File: config.mk
export PLATFORM = sky130hd
export DESIGN_NAME = pcs_sync_fifo_flat
export DESIGN_NICKNAME = d
export VERILOG_FILES = /design/src/rtl/pcs_fifo_pkg.sv /design/src/rtl/pcs_sync_fifo_if.sv /design/src/rtl/pcs_fifo_mem.sv /design/src/rtl/pcs_sync_fifo.sv /design/src/flat_wrapper.sv
export SDC_FILE = /design/constraint.sdc
export NUM_CORES = 2
export LEC_CHECK = 0
export ABC_AREA = 1
export CORE_MARGIN = 2
export CORE_UTILIZATION = 30
export DETAILED_ROUTE_END_ITERATION = 8
export MAX_ROUTING_LAYER = met4
export PLACE_DENSITY = 0.55
export SETUP_SLACK_MARGIN = 0.3
export SYNTH_ARGS = -nofsm -noshare
export SYNTH_HDL_FRONTEND = slang
export SYNTH_HIERARCHICAL = 1
export SYNTH_SLANG_ARGS = --single-unit
File: constraint.sdc
create_clock -name clk -period 7.25 [get_ports clk]
set_input_delay 1.0875 -clock clk [delete_from_list [all_inputs] [get_ports clk]]
set_output_delay 1.0875 -clock clk [all_outputs]
set_load 0.03 [all_outputs]
File: src/rtl/pcs_fifo_pkg.sv
// rtl/pcs_fifo_pkg.sv - shared sizing helpers and flag indices for the PCS sync FIFO
//
// Purpose: constant functions that size pointers from DEPTH, plus the bit
//          positions of the status flags inside the FIFO's internal flag vector.
// Ports:   none (package).

package pcs_fifo_pkg;

  // Ceiling log2, usable in parameter/localparam expressions.
  function automatic int clog2(input int n);
    int r;
    r = 0;
    while ((1 << r) < n) r++;
    return r;
  endfunction

  // Pointer width: address bits plus one wrap bit, so full and empty differ.
  function automatic int ptr_width(input int depth);
    return clog2(depth) + 1;
  endfunction

  function automatic bit is_pow2(input int n);
    return (n >= 2) && ((n & (n - 1)) == 0);
  endfunction

  localparam int FLAG_AF    = 0;
  localparam int FLAG_AE    = 1;
  localparam int FLAG_OVF   = 2;
  localparam int FLAG_UDF   = 3;
  localparam int FLAG_COUNT = 4;

endpackage

File: src/rtl/pcs_sync_fifo_if.sv
// rtl/pcs_sync_fifo_if.sv - datapath handshake and status bundle for the PCS sync FIFO
//
// Purpose: groups write/read handshake, head data, level and flags.
// Signals: in_data/in_datavalid (write side), in_idle (downstream ready),
//          out_idle/out_data/out_datavalid (handshake back), out_level and the
//          almost/sticky flags (status).
// Modports: master = the upstream/downstream user, slave = the FIFO itself.

interface pcs_sync_fifo_if
  import pcs_fifo_pkg::*;
#(
  parameter int WIDTH = 192,
  parameter int DEPTH = 8
);
  localparam int LW = ptr_width(DEPTH);

  logic [WIDTH-1:0] in_data;
  logic             in_datavalid;
  logic             in_idle;
  logic             out_idle;
  logic [WIDTH-1:0] out_data;
  logic             out_datavalid;
  logic [LW-1:0]    out_level;
  logic             out_almost_full;
  logic             out_almost_empty;
  logic             out_overflow;
  logic             out_underflow;

  modport master (
    output in_data, in_datavalid, in_idle,
    input  out_idle, out_data, out_datavalid, out_level,
           out_almost_full, out_almost_empty, out_overflow, out_underflow
  );

  modport slave (
    input  in_data, in_datavalid, in_idle,
    output out_idle, out_data, out_datavalid, out_level,
           out_almost_full, out_almost_empty, out_overflow, out_underflow
  );

endinterface

File: src/rtl/pcs_fifo_mem.sv
// rtl/pcs_fifo_mem.sv - DEPTH x WIDTH register array, one write port, async read port
//
// Purpose: storage for the PCS sync FIFO; cleared by reset so the head word
//          reads as zero out of reset.
// Ports:   clk, reset_n (sync, active-low); wr_en/wr_addr/wr_data write port;
//          rd_addr -> rd_data combinational read port.

module pcs_fifo_mem #(
  parameter int WIDTH = 192,
  parameter int DEPTH = 8,
  parameter int AW    = 3
) (
  input  logic             clk,
  input  logic             reset_n,
  input  logic             wr_en,
  input  logic [AW-1:0]    wr_addr,
  input  logic [WIDTH-1:0] wr_data,
  input  logic [AW-1:0]    rd_addr,
  output logic [WIDTH-1:0] rd_data
);

  logic [WIDTH-1:0] mem [DEPTH];

  always_ff @(posedge clk) begin
    if (!reset_n) begin
      for (int i = 0; i < DEPTH; i++) mem[i] <= '0;
    end else if (wr_en) begin
      mem[wr_addr] <= wr_data;
    end
  end

  assign rd_data = mem[rd_addr];

endmodule

File: src/rtl/pcs_sync_fifo.sv
// rtl/pcs_sync_fifo.sv - single-clock FWFT FIFO with level, almost flags and sticky errors
//
// Purpose: rate/latency buffer between PCS stages on one clock.
// Ports:   clk; reset_n (sync, active-low); in_enable (0 freezes all state);
//          in_flush (sync empty + sticky clear); bus (slave modport): write
//          handshake, downstream ready, FWFT head data, level and flags.

module pcs_sync_fifo
  import pcs_fifo_pkg::*;
#(
  parameter int WIDTH     = 192,
  parameter int DEPTH     = 8,
  parameter int AF_THRESH = 6,
  parameter int AE_THRESH = 1
) (
  input  logic                 clk,
  input  logic                 reset_n,
  input  logic                 in_enable,
  input  logic                 in_flush,
  pcs_sync_fifo_if.slave       bus
);

  localparam int AW = clog2(DEPTH);
  localparam int LW = ptr_width(DEPTH);
  localparam logic [LW-1:0] AF_LVL = LW'(AF_THRESH);
  localparam logic [LW-1:0] AE_LVL = LW'(AE_THRESH);

  if (!is_pow2(DEPTH)) begin : g_depth_check
    $error("pcs_sync_fifo: DEPTH must be a power of 2 and at least 2");
  end
  if (AF_THRESH < 1 || AF_THRESH > DEPTH) begin : g_af_check
    $error("pcs_sync_fifo: AF_THRESH out of range 1..DEPTH");
  end
  if (AE_THRESH < 0 || AE_THRESH > DEPTH - 1) begin : g_ae_check
    $error("pcs_sync_fifo: AE_THRESH out of range 0..DEPTH-1");
  end

  logic [LW-1:0]         wr_ptr;
  logic [LW-1:0]         rd_ptr;
  logic [LW-1:0]         level;
  logic                  empty;
  logic                  full;
  logic                  wr;
  logic                  rd;
  logic                  ovf_evt;
  logic                  udf_evt;
  logic                  ovf_q;
  logic                  udf_q;
  logic [FLAG_COUNT-1:0] flags;
  logic [WIDTH-1:0]      head;

  // The wrap bit distinguishes full from empty when the address bits match.
  assign empty = (wr_ptr == rd_ptr);
  assign full  = (wr_ptr[AW-1:0] == rd_ptr[AW-1:0]) && (wr_ptr[AW] != rd_ptr[AW]);
  assign level = wr_ptr - rd_ptr;

  // A write into a full FIFO is taken only when a read frees the head slot
  // in the same cycle. No bypass on empty: the read is simply blocked.
  assign rd = in_enable && bus.in_idle && !empty;
  assign wr = in_enable && bus.in_datavalid && (!full || rd);

  assign ovf_evt = in_enable && bus.in_datavalid && full && !rd;
  assign udf_evt = in_enable && bus.in_idle && empty;

  always_ff @(posedge clk) begin
    if (!reset_n) begin
      wr_ptr <= '0;
      rd_ptr <= '0;
      ovf_q  <= 1'b0;
      udf_q  <= 1'b0;
    end else if (in_enable && in_flush) begin
      wr_ptr <= '0;
      rd_ptr <= '0;
      ovf_q  <= 1'b0;
      udf_q  <= 1'b0;
    end else begin
      if (wr) wr_ptr <= wr_ptr + 1'b1;
      if (rd) rd_ptr <= rd_ptr + 1'b1;
      if (ovf_evt) ovf_q <= 1'b1;
      if (udf_evt) udf_q <= 1'b1;
    end
  end

  // Flushed writes must not land in storage; the array keeps old contents.
  pcs_fifo_mem #(
    .WIDTH (WIDTH),
    .DEPTH (DEPTH),
    .AW    (AW)
  ) u_mem (
    .clk     (clk),
    .reset_n (reset_n),
    .wr_en   (wr && !in_flush),
    .wr_addr (wr_ptr[AW-1:0]),
    .wr_data (bus.in_data),
    .rd_addr (rd_ptr[AW-1:0]),
    .rd_data (head)
  );

  assign flags[FLAG_AF]  = (level >= AF_LVL);
  assign flags[FLAG_AE]  = (level <= AE_LVL);
  assign flags[FLAG_OVF] = ovf_q;
  assign flags[FLAG_UDF] = udf_q;

  assign bus.out_idle         = !full;
  assign bus.out_data         = head;
  assign bus.out_datavalid    = bus.in_idle && !empty;
  assign bus.out_level        = level;
  assign bus.out_almost_full  = flags[FLAG_AF];
  assign bus.out_almost_empty = flags[FLAG_AE];
  assign bus.out_overflow     = flags[FLAG_OVF];
  assign bus.out_underflow    = flags[FLAG_UDF];

`ifdef PCS_SIM
  // A write offered to a full FIFO with no read must be recorded as overflow.
  property p_full_write_overflow;
    @(posedge clk) disable iff (!reset_n)
      (in_enable && !in_flush && bus.in_datavalid && !bus.out_idle && !bus.in_idle)
      |=> ovf_q;
  endproperty
  a_full_write_overflow: assert property (p_full_write_overflow)
    else $error("pcs_sync_fifo: write dropped while full without overflow flag");
`endif

endmodule

File: src/flat_wrapper.sv
// flat-port wrapper written by rule: the top's interface ports become plain ports
module pcs_sync_fifo_flat import pcs_fifo_pkg::*;
#(
  parameter int WIDTH     = 192,
  parameter int DEPTH     = 8,
  parameter int AF_THRESH = 6,
  parameter int AE_THRESH = 1
)
  (clk, reset_n, in_enable, in_flush, bus_in_data, bus_in_datavalid, bus_in_idle, bus_out_idle, bus_out_data, bus_out_datavalid, bus_out_level, bus_out_almost_full, bus_out_almost_empty, bus_out_overflow, bus_out_underflow);
  pcs_sync_fifo_if #(.WIDTH(WIDTH), .DEPTH(DEPTH)) bus_i ();
  input  logic clk;
  input  logic reset_n;
  input  logic in_enable;
  input  logic in_flush;
  input wire logic [$bits(bus_i.in_data)-1:0] bus_in_data;
  input wire logic [$bits(bus_i.in_datavalid)-1:0] bus_in_datavalid;
  input wire logic [$bits(bus_i.in_idle)-1:0] bus_in_idle;
  output wire logic [$bits(bus_i.out_idle)-1:0] bus_out_idle;
  output wire logic [$bits(bus_i.out_data)-1:0] bus_out_data;
  output wire logic [$bits(bus_i.out_datavalid)-1:0] bus_out_datavalid;
  output wire logic [$bits(bus_i.out_level)-1:0] bus_out_level;
  output wire logic [$bits(bus_i.out_almost_full)-1:0] bus_out_almost_full;
  output wire logic [$bits(bus_i.out_almost_empty)-1:0] bus_out_almost_empty;
  output wire logic [$bits(bus_i.out_overflow)-1:0] bus_out_overflow;
  output wire logic [$bits(bus_i.out_underflow)-1:0] bus_out_underflow;
  assign bus_i.in_data = bus_in_data;
  assign bus_i.in_datavalid = bus_in_datavalid;
  assign bus_i.in_idle = bus_in_idle;
  assign bus_out_idle = bus_i.out_idle;
  assign bus_out_data = bus_i.out_data;
  assign bus_out_datavalid = bus_i.out_datavalid;
  assign bus_out_level = bus_i.out_level;
  assign bus_out_almost_full = bus_i.out_almost_full;
  assign bus_out_almost_empty = bus_i.out_almost_empty;
  assign bus_out_overflow = bus_i.out_overflow;
  assign bus_out_underflow = bus_i.out_underflow;
  pcs_sync_fifo #(.WIDTH(WIDTH), .DEPTH(DEPTH), .AF_THRESH(AF_THRESH), .AE_THRESH(AE_THRESH)) u_core (.clk(clk), .reset_n(reset_n), .in_enable(in_enable), .in_flush(in_flush), .bus(bus_i));
endmodule
==> summary.md <==
| Metric | Value |
|---|---|
| Seq/Total Area, Yosys | `61.6%` |
| Core area | `249000 µm²` |
| FF+latch count, synth | `1546` |
| Hold WC Path Type | `flop to flop` |
| Clock skew | `0.0558 ns` |
| First-pass GRT wire length | `354000 µm` |
| Die Height | `505 µm` |
| Via count | `55700` |
| DRC errors left | `0` |
| Drt first pass iters | `6` |
| Cell Pwr Density | `237 nW/µm²` |
| Max IR drop VDD | `0.206 mV` |
| Status | `complete, no violations` |
| Htree depth | `4` |
| Worst Path Max Fanout | `155` |
| Clk slew on worst S/H paths | `0.06 ns` |
| Startpoint Class | `flop` |
| WL final | `239000 µm` |
| Number of antenna violations at the first check in global routing | `13` |
| Critical path capture point type | `output pin` |
| Largest net degree at the start of global routing | `178` |
| Leading area contributor after synthesis | `edfxtp_1` |
| Fin worst setup slack | `1.66 ns` |
| Max-slew headroom | `13.5%` |
| Via density | `4.53` |
| Post-synth net total | `8864` |
| Inserted Clock Buffers | `173` |
| Leak | `39.9 nW` |
| Synth top area cells | `edfxtp_1, nand2_1, inv_1` |
| Vias in the first global route | `54500` |
| Area taken by multi-input logic gates | `19700 µm²` |
| Hpwl dp | `135000 µm` |
| CP required | `6.16 ns` |
| Syn Area/Cell | `8.68 µm²` |
| Max-cap violations | `0` |
| Yosys cell types | `27` |
| Post-route ant nets | `0` |
| Fin nets | `9047` |
| Most frequent cells in the layout | `nand2_1, inv_1, nor2_1, edfxtp_1, nand3_1` |
| Tightest Pin Transition | `1.30 ns` |
| Final Max Slew Viols | `0` |
| Fin crit period | `5.59 ns` |
| Max Clk Rate | `0.179 GHz` |
| Die footprint | `255000 µm²` |
| IO Port Bufs | `399` |
| Chip width | `505 µm` |
| Core Rows | `183` |
| Clock root buffer | `clkbuf_16` |
| Clock sink total | `1546` |
| Top-Level Pins | `400` |
| Setup slack, reg-to-reg | `2.41 ns` |
| GPL Wtd Cong | `0.808` |
| CTS tree | `done` |
| Setup CP Type | `flop to output pin` |
| Final period utilization | `77.2%` |
| DRT iter0 DRCs | `4284` |
| Setup total negative slack | `0 ns` |
| Final hold vios | `0` |
| Post-CTS sizing | `0` |
| Setup bufs post-CTS | `0` |
| Synthesized area | `75200 µm²` |
| Dpl ws | `2.30 ns` |
| Most common cell after layout, fill and taps aside | `nand2_1` |
| Share of the synthesized area in the top cell type | `61.4%` |
| Fraction of layout instances using a drive strength above 1 | `3.67%` |
| Fillers | `25600` |
| Hold buffers post-CTS | `0` |
| GRT overflow | `0` |
| CTS Buffer Depth | `3` |
| Worst EP arrival | `4.51 ns` |
| Aggregate global-route resource usage | `19.0%` |
| Routed len/inst | `19.4 µm` |
| Synth Warn # | `6` |
| Final setup violation count | `0` |
| Initial Util | `30.2%` |
| Unrepaired setup endpoints after global routing | `no` |
| Later-pin clock latency in the skew report | `0.84 ns` |
| Gate Count Post-Synth | `8660` |
| Area grow syn2layout | `15.8%` |
| Storage cell area | `46300 µm²` |
==> where the power goes <==
part | switching (mW) | internal, mW
clock | 3.68 | 4.60
sequential | 0.0945 | 10.1
combinational | 1.47 | 0.604
total | 5.25 | 15.3
==> sequential cells by signal, indices dropped and copies added, names as in the netlist <==
name / flops
u_core/bus.out_overflow: 1
u_core/wr_ptr: 4
u_core/u_mem/mem: 1536
u_core/bus.out_underflow: 1
u_core/rd_ptr: 4
==> per-layer routing <==
metal  up-vias  track usage (%)  share of wire (%)
li1      26700                -                  -
met1     27000             22.8                 41
met2      1585             32.1                 50
met3       374             2.49                5.0
met4         0             7.40                4.1
met5         -                -                  0
==> synthesized netlist by cell type <==
master       n
buf_4       40
fa_1         1
nand4_1      1
inv_1     1748
nand3_1    776
edfxtp_1  1536
a21boi_0     1
a21oi_1      6
buf_1       29
buf_2      260
dfxtp_1     10
buf_6       64
nand2_2     12
o21a_1       2
inv_2        3
clkbuf_1    74
nand2_1   2528
xor2_1       4
nor3_1       1
nand3_4      1
nand2_4      2
nand3b_1     2
nor2_4       3
o211ai_1     1
o21ai_0      1
nor2_1    1549
ha_1         5
==> critical path: stages (launching register included) <==
cell and delay (ns):
dfxtp_4 0.53, inv_8 0.75, buf_4 0.76, nand2_1 0.12, nand3_1 0.10, nand2_1 0.07, nand2_1 0.09, nand2_1 0.22
clkdlybuf4s50_1 0.66
==> cells by family after synthesis <==
| logic type | count (synthesis) | share of synthesized area (%) |
|---|---|---|
| AO/OA/AOI/OAI | 11 | 0.0866 |
| XOR/XNOR | 4 | 0.0466 |
| adder cells (fa/ha/maj) | 6 | 0.110 |
| buffers and inverters | 2218 | 12.4 |
| flip-flops | 1546 | 61.6 |
| AND/OR/NAND/NOR | 4875 | 25.8 |
==> area by class of cell <==
cell class	instances	area share, %
flip-flops and latches	1546	53.3
multi-input cells	4896	22.7
inverters	1751	7.58
repair buffers	475	5.72
clock buffers	221	5.21
well taps	3330	4.79
clock inverters	81	0.782
diodes	4	0.0115
==> through the flow <==
stage / util (%) / cell area, µm² / hold slack [ns] / power [mW] / std cells
finish: 35.0 / 87000 / 0.485 / 20.6 / 12300
global route: 35.0 / 87000 / 0.502 / 21.3 / 12300
CTS: 35.0 / 87000 / 0.490 / 20.8 / 12300
detailed placement: 32.9 / 81800 / 0.476 / 12.5 / 12000
global placement: 32.9 / 81800 / 0.456 / 12.5 / 12000
floorplan: - / 75200 / 0.470 / 11.6 / 8660
==> path summary, 6_finish.rpt <==
path	cells past startpoint	startpoint	end
worst max-delay path	8	u_core/rd_ptr[0]$_SDFFE_PP0P_	bus_out_data[116]
worst min-delay path	1	u_core/bus.out_underflow$_SDFFE_PP0P_	u_core/bus.out_underflow$_SDFFE_PP0P_
worst max register to register	13	u_core/rd_ptr[2]$_SDFFE_PP0P_	u_core/u_mem/mem[1][122]$_SDFFCE_PN0P_
worst min register to register	1	u_core/bus.out_underflow$_SDFFE_PP0P_	u_core/bus.out_underflow$_SDFFE_PP0P_
Note: power is estimated with default switching activity, not from simulation.
